<file path="config.mk">
export PLATFORM = sky130hd
export DESIGN_NAME = pq_batch_sorter_flat
export DESIGN_NICKNAME = d
export VERILOG_FILES = /design/src/rtl/pq_batch_sorter_if.sv /design/src/rtl/pq_batch_sorter.sv /design/src/flat_wrapper.sv
export SDC_FILE = /design/constraint.sdc
export NUM_CORES = 1
export LEC_CHECK = 0
export CAP_MARGIN = 20
export CORE_MARGIN = 2
export CORE_UTILIZATION = 39
export DETAILED_ROUTE_END_ITERATION = 8
export GPL_TIMING_DRIVEN = 0
export PLACE_DENSITY = 0.83
export REMOVE_ABC_BUFFERS = 1
export SLEW_MARGIN = 10
export SYNTH_ARGS = -nofsm -noshare
export SYNTH_HDL_FRONTEND = slang
export SYNTH_SLANG_ARGS = --single-unit
</file>
<file path="constraint.sdc">
create_clock -name CLK -period 4.65 [get_ports CLK]
set_clock_uncertainty 0.2 [all_clocks]
set_input_delay 0.93 -clock CLK [delete_from_list [all_inputs] [get_ports CLK]]
set_output_delay 0.93 -clock CLK [all_outputs]
set_load 0.1 [all_outputs]
</file>
<file path="src/rtl/pq_batch_sorter_if.sv">
// Stream and priority-queue command bundle for pq_batch_sorter.
// master = the sorter itself, slave = producer/consumer/queue side.
interface pq_batch_sorter_if #(
  parameter int DATA_LENGTH = 32
);
  logic                   i_in_valid;
  logic                   o_in_ready;
  logic [DATA_LENGTH-1:0] i_in_data;
  logic                   i_in_last;

  logic                   o_out_valid;
  logic                   i_out_ready;
  logic [DATA_LENGTH-1:0] o_out_data;
  logic                   o_out_last;

  logic                   o_pq_write;
  logic                   o_pq_valid;
  logic [DATA_LENGTH-1:0] o_pq_data;
  logic                   i_pq_full;
  logic                   i_pq_empty;
  logic                   i_pq_valid;
  logic [DATA_LENGTH-1:0] i_pq_data;

  logic                   o_busy;
  logic                   o_err;

  modport master (
    input  i_in_valid, i_in_data, i_in_last, i_out_ready,
           i_pq_full, i_pq_empty, i_pq_valid, i_pq_data,
    output o_in_ready, o_out_valid, o_out_data, o_out_last,
           o_pq_write, o_pq_valid, o_pq_data, o_busy, o_err
  );

  modport slave (
    output i_in_valid, i_in_data, i_in_last, i_out_ready,
           i_pq_full, i_pq_empty, i_pq_valid, i_pq_data,
    input  o_in_ready, o_out_valid, o_out_data, o_out_last,
           o_pq_write, o_pq_valid, o_pq_data, o_busy, o_err
  );
endinterface

</file>
<file path="src/rtl/pq_batch_sorter.sv">
// Loads a batch of words into an external priority queue, then drains it
// one pop at a time onto a valid/ready output stream tagged with last.
module pq_batch_sorter #(
  parameter int QUEUE_DEPTH = 10,
  parameter int DATA_LENGTH = 32,
  parameter int CNT_W       = $clog2(QUEUE_DEPTH + 1)
) (
  input logic                CLK,
  input logic                RSTn,
  pq_batch_sorter_if.master  bus
);

  typedef enum logic [1:0] {
    LOAD  = 2'd0,
    ISSUE = 2'd1,
    WAIT  = 2'd2,
    OUT   = 2'd3
  } state_e;

  localparam logic [CNT_W-1:0] DEPTH_C = CNT_W'(QUEUE_DEPTH);
  localparam logic [CNT_W-1:0] ONE_C   = CNT_W'(1);

  state_e                 state_q, state_d;
  logic [CNT_W-1:0]       count_q, count_d;
  logic                   out_valid_q, out_valid_d;
  logic [DATA_LENGTH-1:0] out_data_q, out_data_d;
  logic                   out_last_q, out_last_d;
  logic                   err_q, err_d;

  logic                   in_ready;
  logic                   pq_valid;
  logic                   pq_write;

  always_comb begin
    // NOTE: every signal gets a default before the case so no path can leave
    // one unassigned, which would otherwise infer a latch.
    state_d     = state_q;
    count_d     = count_q;
    out_valid_d = out_valid_q;
    out_data_d  = out_data_q;
    out_last_d  = out_last_q;
    err_d       = err_q;
    in_ready    = 1'b0;
    pq_valid    = 1'b0;
    pq_write    = 1'b0;

    unique case (state_q)
      LOAD: begin
        in_ready = !bus.i_pq_full && (count_q < DEPTH_C);
        pq_write = 1'b1;
        pq_valid = bus.i_in_valid && in_ready;
        if (pq_valid) begin
          count_d = count_q + ONE_C;
          if (count_q == '0) err_d = 1'b0;
          if (bus.i_in_last) begin
            state_d = ISSUE;
          end else if (count_d == DEPTH_C) begin
            // Batch truncated at capacity; drain what we have and flag it.
            state_d = ISSUE;
            err_d   = 1'b1;
          end
        end
      end

      ISSUE: begin
        if (count_q == '0) begin
          state_d = LOAD;
        end else if (bus.i_pq_empty) begin
          err_d   = 1'b1;
          count_d = '0;
          state_d = LOAD;
        end else begin
          pq_valid = 1'b1;
          state_d  = WAIT;
        end
      end

      WAIT: begin
        if (bus.i_pq_valid) begin
          out_valid_d = 1'b1;
          out_data_d  = bus.i_pq_data;
          out_last_d  = (count_q == ONE_C);
          count_d     = count_q - ONE_C;
          state_d     = OUT;
        end else begin
          err_d   = 1'b1;
          count_d = '0;
          state_d = LOAD;
        end
      end

      OUT: begin
        if (bus.i_out_ready) begin
          out_valid_d = 1'b0;
          state_d     = (count_q == '0) ? LOAD : ISSUE;
        end
      end

      default: state_d = LOAD;
    endcase
  end

  always_ff @(posedge CLK) begin
    // NOTE: state registers use non-blocking assignments so every flop samples
    // the pre-edge values, independent of process ordering in simulation.
    if (!RSTn) begin
      state_q     <= LOAD;
      count_q     <= '0;
      out_valid_q <= 1'b0;
      out_data_q  <= '0;
      out_last_q  <= 1'b0;
      err_q       <= 1'b0;
    end else begin
      state_q     <= state_d;
      count_q     <= count_d;
      out_valid_q <= out_valid_d;
      out_data_q  <= out_data_d;
      out_last_q  <= out_last_d;
      err_q       <= err_d;
    end
  end

  assign bus.o_in_ready  = in_ready;
  assign bus.o_pq_valid  = pq_valid;
  assign bus.o_pq_write  = pq_write;
  assign bus.o_pq_data   = bus.i_in_data;
  assign bus.o_out_valid = out_valid_q;
  assign bus.o_out_data  = out_data_q;
  assign bus.o_out_last  = out_last_q;
  assign bus.o_err       = err_q;
  assign bus.o_busy      = (state_q != LOAD) || (count_q != '0);

endmodule

</file>
<file path="src/flat_wrapper.sv">
// flat-port wrapper written by rule: the top's interface ports become plain ports
module pq_batch_sorter_flat 
#(
  parameter int QUEUE_DEPTH = 10,
  parameter int DATA_LENGTH = 32,
  parameter int CNT_W       = $clog2(QUEUE_DEPTH + 1)
)
  (CLK, RSTn, bus_i_in_valid, bus_i_in_data, bus_i_in_last, bus_i_out_ready, bus_i_pq_full, bus_i_pq_empty, bus_i_pq_valid, bus_i_pq_data, bus_o_in_ready, bus_o_out_valid, bus_o_out_data, bus_o_out_last, bus_o_pq_write, bus_o_pq_valid, bus_o_pq_data, bus_o_busy, bus_o_err);
  pq_batch_sorter_if #(.DATA_LENGTH(DATA_LENGTH)) bus_i ();
  input logic CLK;
  input logic RSTn;
  input wire logic [$bits(bus_i.i_in_valid)-1:0] bus_i_in_valid;
  input wire logic [$bits(bus_i.i_in_data)-1:0] bus_i_in_data;
  input wire logic [$bits(bus_i.i_in_last)-1:0] bus_i_in_last;
  input wire logic [$bits(bus_i.i_out_ready)-1:0] bus_i_out_ready;
  input wire logic [$bits(bus_i.i_pq_full)-1:0] bus_i_pq_full;
  input wire logic [$bits(bus_i.i_pq_empty)-1:0] bus_i_pq_empty;
  input wire logic [$bits(bus_i.i_pq_valid)-1:0] bus_i_pq_valid;
  input wire logic [$bits(bus_i.i_pq_data)-1:0] bus_i_pq_data;
  output wire logic [$bits(bus_i.o_in_ready)-1:0] bus_o_in_ready;
  output wire logic [$bits(bus_i.o_out_valid)-1:0] bus_o_out_valid;
  output wire logic [$bits(bus_i.o_out_data)-1:0] bus_o_out_data;
  output wire logic [$bits(bus_i.o_out_last)-1:0] bus_o_out_last;
  output wire logic [$bits(bus_i.o_pq_write)-1:0] bus_o_pq_write;
  output wire logic [$bits(bus_i.o_pq_valid)-1:0] bus_o_pq_valid;
  output wire logic [$bits(bus_i.o_pq_data)-1:0] bus_o_pq_data;
  output wire logic [$bits(bus_i.o_busy)-1:0] bus_o_busy;
  output wire logic [$bits(bus_i.o_err)-1:0] bus_o_err;
  assign bus_i.i_in_valid = bus_i_in_valid;
  assign bus_i.i_in_data = bus_i_in_data;
  assign bus_i.i_in_last = bus_i_in_last;
  assign bus_i.i_out_ready = bus_i_out_ready;
  assign bus_i.i_pq_full = bus_i_pq_full;
  assign bus_i.i_pq_empty = bus_i_pq_empty;
  assign bus_i.i_pq_valid = bus_i_pq_valid;
  assign bus_i.i_pq_data = bus_i_pq_data;
  assign bus_o_in_ready = bus_i.o_in_ready;
  assign bus_o_out_valid = bus_i.o_out_valid;
  assign bus_o_out_data = bus_i.o_out_data;
  assign bus_o_out_last = bus_i.o_out_last;
  assign bus_o_pq_write = bus_i.o_pq_write;
  assign bus_o_pq_valid = bus_i.o_pq_valid;
  assign bus_o_pq_data = bus_i.o_pq_data;
  assign bus_o_busy = bus_i.o_busy;
  assign bus_o_err = bus_i.o_err;
  pq_batch_sorter #(.QUEUE_DEPTH(QUEUE_DEPTH), .DATA_LENGTH(DATA_LENGTH), .CNT_W(CNT_W)) u_core (.CLK(CLK), .RSTn(RSTn), .bus(bus_i));
endmodule
</file>
==> impl_metrics.tcl <==
set metrics [dict create \
    setup_viol 0 \
    viasPerCell 5.25 \
    grt_first_pass_wirelength_um 10100 \
    endpoint_kind "output pin" \
    peakVddDrop_mv 0.239 \
    status "finished, final reports clean" \
    via_count 2030 \
    worstSetupEndpoint "bus_o_pq_valid" \
    synth_compound_area_share_pct 19.5 \
    yosysTopAreaCell "dfxtp_1" \
    avgRoutedWirePerCell_um 16.7 \
    ys_seq_elements 41 \
    slew_headroom_pct 33.6 \
    hold_violations 0 \
    ys_async_sr_fraction_pct 0 \
    cts.htree.levels 2 \
    cap_violations 0 \
    first_global_vias 1847 \
    ctsResizeCount 0 \
    hp-class "reg -> reg" \
    tightest_slew_ns 0.993 \
    grt_antenna_before_repair 0 \
    drc 0 \
    avgSynthCellArea_um2 7.90 \
    synth_mux_area_share_pct 1.45 \
    cts.sinks 41 \
    power_uw 928 \
    rr_worst_depth 6 \
    ios 143 \
    synthTopCellsByArea "dfxtp_1, nand2_1, buf_4, a21oi_1, ha_1" \
    arrival_ns 2.97 \
    fin_crit_sh_pct 88.2 \
    num_antenna_cells 0 \
    clockBufferDepth 2 \
    synth_xor_area_share_pct 0 \
    path_max_fanout 2 \
    yosysSeqAreaShare_pct 37.9 \
    numCtsBuffers 5 \
    gp_congestion 0.848 \
    cts_tree "yes" \
    worst_setup_path_start_kind "input port" \
    p_leak_nw 1.01 \
    insertion_delay_ns 0.29 \
    synth_edf_count 0 \
    period_needed_ns 4.10 \
    synth_top_family_by_area "simple AND/OR/NAND/NOR gates" \
    path_clk_slew_ns 0.08 \
    first_pass_iters 4 \
    fin_ws_ns 0.548 \
    synthSimpleGateAreaFrac_pct 19.8 \
    post-cts-setup-buffers 0 \
    netlist_area_um2 2160 \
    synth_ff_type "dfxtp_1" \
    port_buffers 78 \
    dieHeight_um 78.5 \
    crit_start "bus_i_pq_full" \
    postSynthCellCount 274 \
    ant_nets 0 \
    max_freq_ghz 0.244 \
    core_um2 5440 \
    regToRegStartpoint "u_core.state_q[0]" \
    fillers 498 \
    synth_fa_ha_area_share_pct 5.21 \
    die_x_um 78.5 \
    timing.rr.end "u_core.count_q[1]" \
    die_area_um2 6160 \
    ctsHoldBuffers 0 \
    first_iter_violations 93 \
    row_count 27 \
    slew_violations 0 \
    p_per_area_nw_per_um2 319 \
    postRouteWirelength_um 6460 \
    dp_hpwl_um 4750 \
    cts_root_buf "clkbuf_8" \
    area_delta_synth_final_pct 34.4 \
    holdPathStages 2 \
    synth_top_area_share_pct 37.9 \
    required_ns 3.52 \
    rsz0062_at_grt "no" \
    grt_start_max_net_pins 39 \
    hold_start "u_core.bus.o_out_data[13]" \
    r2r_slack_ns 2.47 \
    pre_cts_ws_ns 0.555 \
    post_route_cells_drive_above_1_share_pct 6.67 \
    groute.usage.overall_pct 21.2 \
    overflow 0 \
    post_synth_num_cell_types 46 \
    path_class "in -> out" \
    nNetsFinal 395 \
    initial_core_util_pct 39.8 \
    yosys_warnings 0 \
]
## per-layer routing
layer  vias to the layer above  GRT usage (%)  part of all wire [%]
li1                        971              -                     -
met1                       948           26.7                    43
met2                       109           30.9                    43
met3                         2           12.2                    13
met4                         0           4.56                  0.31
met5                         -           8.18                     0
## cell usage in the layout (no fill, tap or decap), types with 3 or more instances in the layout
cell	Yosys	final
nor2_1	3	3
o211ai_1	4	4
nand2_1	76	76
a31oi_1	3	3
ha_1	9	9
inv_1	10	10
a21oi_1	40	40
dfxtp_1	41	41
clkbuf_8	0	5
nand3_1	3	3
clkdlybuf4s50_1	0	78
## cells in the mapped netlist, drive strengths merged, types with 2 or more instances
master,n
nand3,3
mux2i,2
nor2,4
o221a,2
dfxtp,41
a311oi,2
clkbuf,7
a31oi,3
a21oi,40
and3,2
o211ai,5
inv,10
ha,9
o21ai,4
buf,40
nand2,76
a211oi,2
## power breakdown
group / switching, mW / internal, mW / leakage [nW]
sequential: 0.0147 / 0.358 / 0.331
combinational: 0.124 / 0.0869 / 0.610
clock: 0.129 / 0.216 / 0.0687
## per-stage QoR
stage | TNS [ns] | area (um2) | cells | hold WS [ns] | utilization (%)
floorplan | -1.42 | 1850 | 227 | 0.268 | -
global placement | 0 | 2730 | 377 | 0.241 | 50.1
detailed placement | 0 | 2770 | 379 | 0.245 | 50.9
CTS | 0 | 2910 | 387 | 0.257 | 53.4
global route | 0 | 2910 | 387 | 0.276 | 53.4
finish | 0 | 2910 | 387 | 0.257 | 53.4
## state kept, by name, summed over array words and instances, names as in the netlist
name	count
u_core.bus.o_out_data	32
u_core.count_q	4
u_core.state_q	2
u_core.bus.o_err	1
u_core.bus.o_out_last	1
u_core.bus.o_out_valid	1
## worst max-delay path, stage by stage
cell             delay [ns]
clkdlybuf4s50_1        0.43
a211oi_1               0.31
a21o_1                 0.18
clkdlybuf4s50_1        1.12
## how the worst min path moves through the flow
stage	slack [ns]	end
global route	0.28	u_core.bus.o_out_data[17]
finish	0.26	u_core.bus.o_out_data[13]
global placement	0.24	u_core.bus.o_out_data[11]
floorplan	0.27	u_core.state_q[1]
detailed placement	0.25	u_core.bus.o_out_data[13]
CTS	0.26	u_core.bus.o_out_data[21]
## cell families after synthesis
logic type	Yosys count
mux	3
flops	41
buf+inv	57
fa+ha+maj	9
compound gates	67
simple gates	97
## final cells by class
cell class	instances	area [um2]	area share, %
Sequential cell	41	821	28.2
Multi-Input combinational cell	176	997	34.3
Clock buffer	5	68.8	2.37
Tap cell	72	90.1	3.10
Clock inverter	3	68.8	2.37
Timing Repair Buffer	80	823	28.3
Inverter	10	37.5	1.29
No activity file was read; power rests on OpenSTA's default activity.
==> RTL edit (config.mk and constraints unchanged) <==
Take the reset off `out_data_q` and load it in a clocked block of its own.
--- a/src/rtl/pq_batch_sorter.sv
+++ b/src/rtl/pq_batch_sorter.sv
@@ -107,17 +107,19 @@
       state_q     <= LOAD;
       count_q     <= '0;
       out_valid_q <= 1'b0;
-      out_data_q  <= '0;
       out_last_q  <= 1'b0;
       err_q       <= 1'b0;
     end else begin
       state_q     <= state_d;
       count_q     <= count_d;
       out_valid_q <= out_valid_d;
-      out_data_q  <= out_data_d;
       out_last_q  <= out_last_d;
       err_q       <= err_d;
     end
+  end
+
+  always_ff @(posedge CLK) begin
+    out_data_q <= out_data_d;
   end
 
   assign bus.o_in_ready  = in_ready;
Check against the original RTL: differs if RSTn is asserted again (counterexample within 4 cycles, from zero or initial values and one cycle with RSTn low); with RSTn held inactive, the same outputs for 10 cycles.
==> RTL edit against the original RTL <==
Wire length decreased by 25%; count of clock-buffer cells in the layout unchanged; non-clock buffer count decreased by 1; critical path depth unchanged; sequential share of layout area increased by 14 points; synthesized cell count decreased by 41%; register-to-register slack got worse by 240 ps; total power decreased by 19%; final cell count decreased by 28%; synthesized area decreased by 9.1%; maximum frequency increased by 1.0%; worst setup slack improved by 41 ps; sequential cell count unchanged; design area decreased by 7.9%; critical path type unchanged; largest power group unchanged.
==> RTL edit: results (changes against the original RTL) <==
Status - finished clean (unchanged)
Ys flop type - edfxtp_1 (was dfxtp_1)
Met2 Wirelength - 1.936 mm (was 2.790 mm)
Post-Route WL - 4.874 mm (was 6.457 mm)
Routing usage on met2 - 22.03% (was 30.95%)
Met3 routed WL - 890 um (was 848 um)
Comb pwr - 126 uW (was 211 uW)
DRT met1 WL - 1.975 mm (was 2.797 mm)
Slew margin rel. - 34.20% (was 33.59%)
Top sig layer - met5 (was met4)
DP HPWL - 3.765 mm (was 4.745 mm)
First-pass GRT wire length - 6.975 mm (was 10.13 mm)
Signal buffers - 79 (was 80)
Clk cell area share - 3.224% (was 4.735%)
Multi-input logic area - 524.3 um2 (was 997.2 um2)
Seq/Total Area, Yosys - 58.05% (was 37.94%)
#MultiIn Comb - 76 (was 176)
Placer Congestion - 0.8034 (was 0.8477)
Count of unique library cells instantiated by Yosys - 32 (was 46)
Met1 usage - 21.68% (was 26.66%)
WHS - 260.8 ps (was 257.1 ps)
HP Start - u_core.bus.o_out_last (was u_core.bus.o_out_data[13])
P_sw - 192.8 uW (was 267.6 uW)
Signal buf overhead - 30.19% (was 28.33%)
Number of global-route vias before repair - 1247 (was 1847)
-- RTL edit: changes by cell type in the layout (fill, tap and decap cells not counted), sizes merged, moves of 6 or more --
cell    delta
nand2     -62
a21oi     -35
dfxtp     -32
edfxtp    +32
nor2       +6
-- RTL edit: metrics by stage --
| step | area [um2] | util, % | setup WS (ps) | std cells |
|---|---|---|---|---|
| after CTS | 2678 | 55.95 | 558.2 | 280 |
| after global placement | 2564 | 53.57 | 608.3 | 271 |
| final | 2678 | 55.95 | 589.1 | 280 |
| after global routing | 2678 | 55.95 | 516.8 | 280 |
| after floorplan | 1699 | - | 1352 | 126 |
| after detailed placement | 2591 | 54.14 | 565.7 | 272 |
-- RTL edit: cell families after synthesis --
family,Yosys count,synth area share (%)
buffers and inverters,44,15.28
DFF,41,58.05
and+or+nand+nor,35,8.147
AOI/OAI and AO/OA,29,11.14
adders and majority gates,10,6.365
muxes,2,1.019
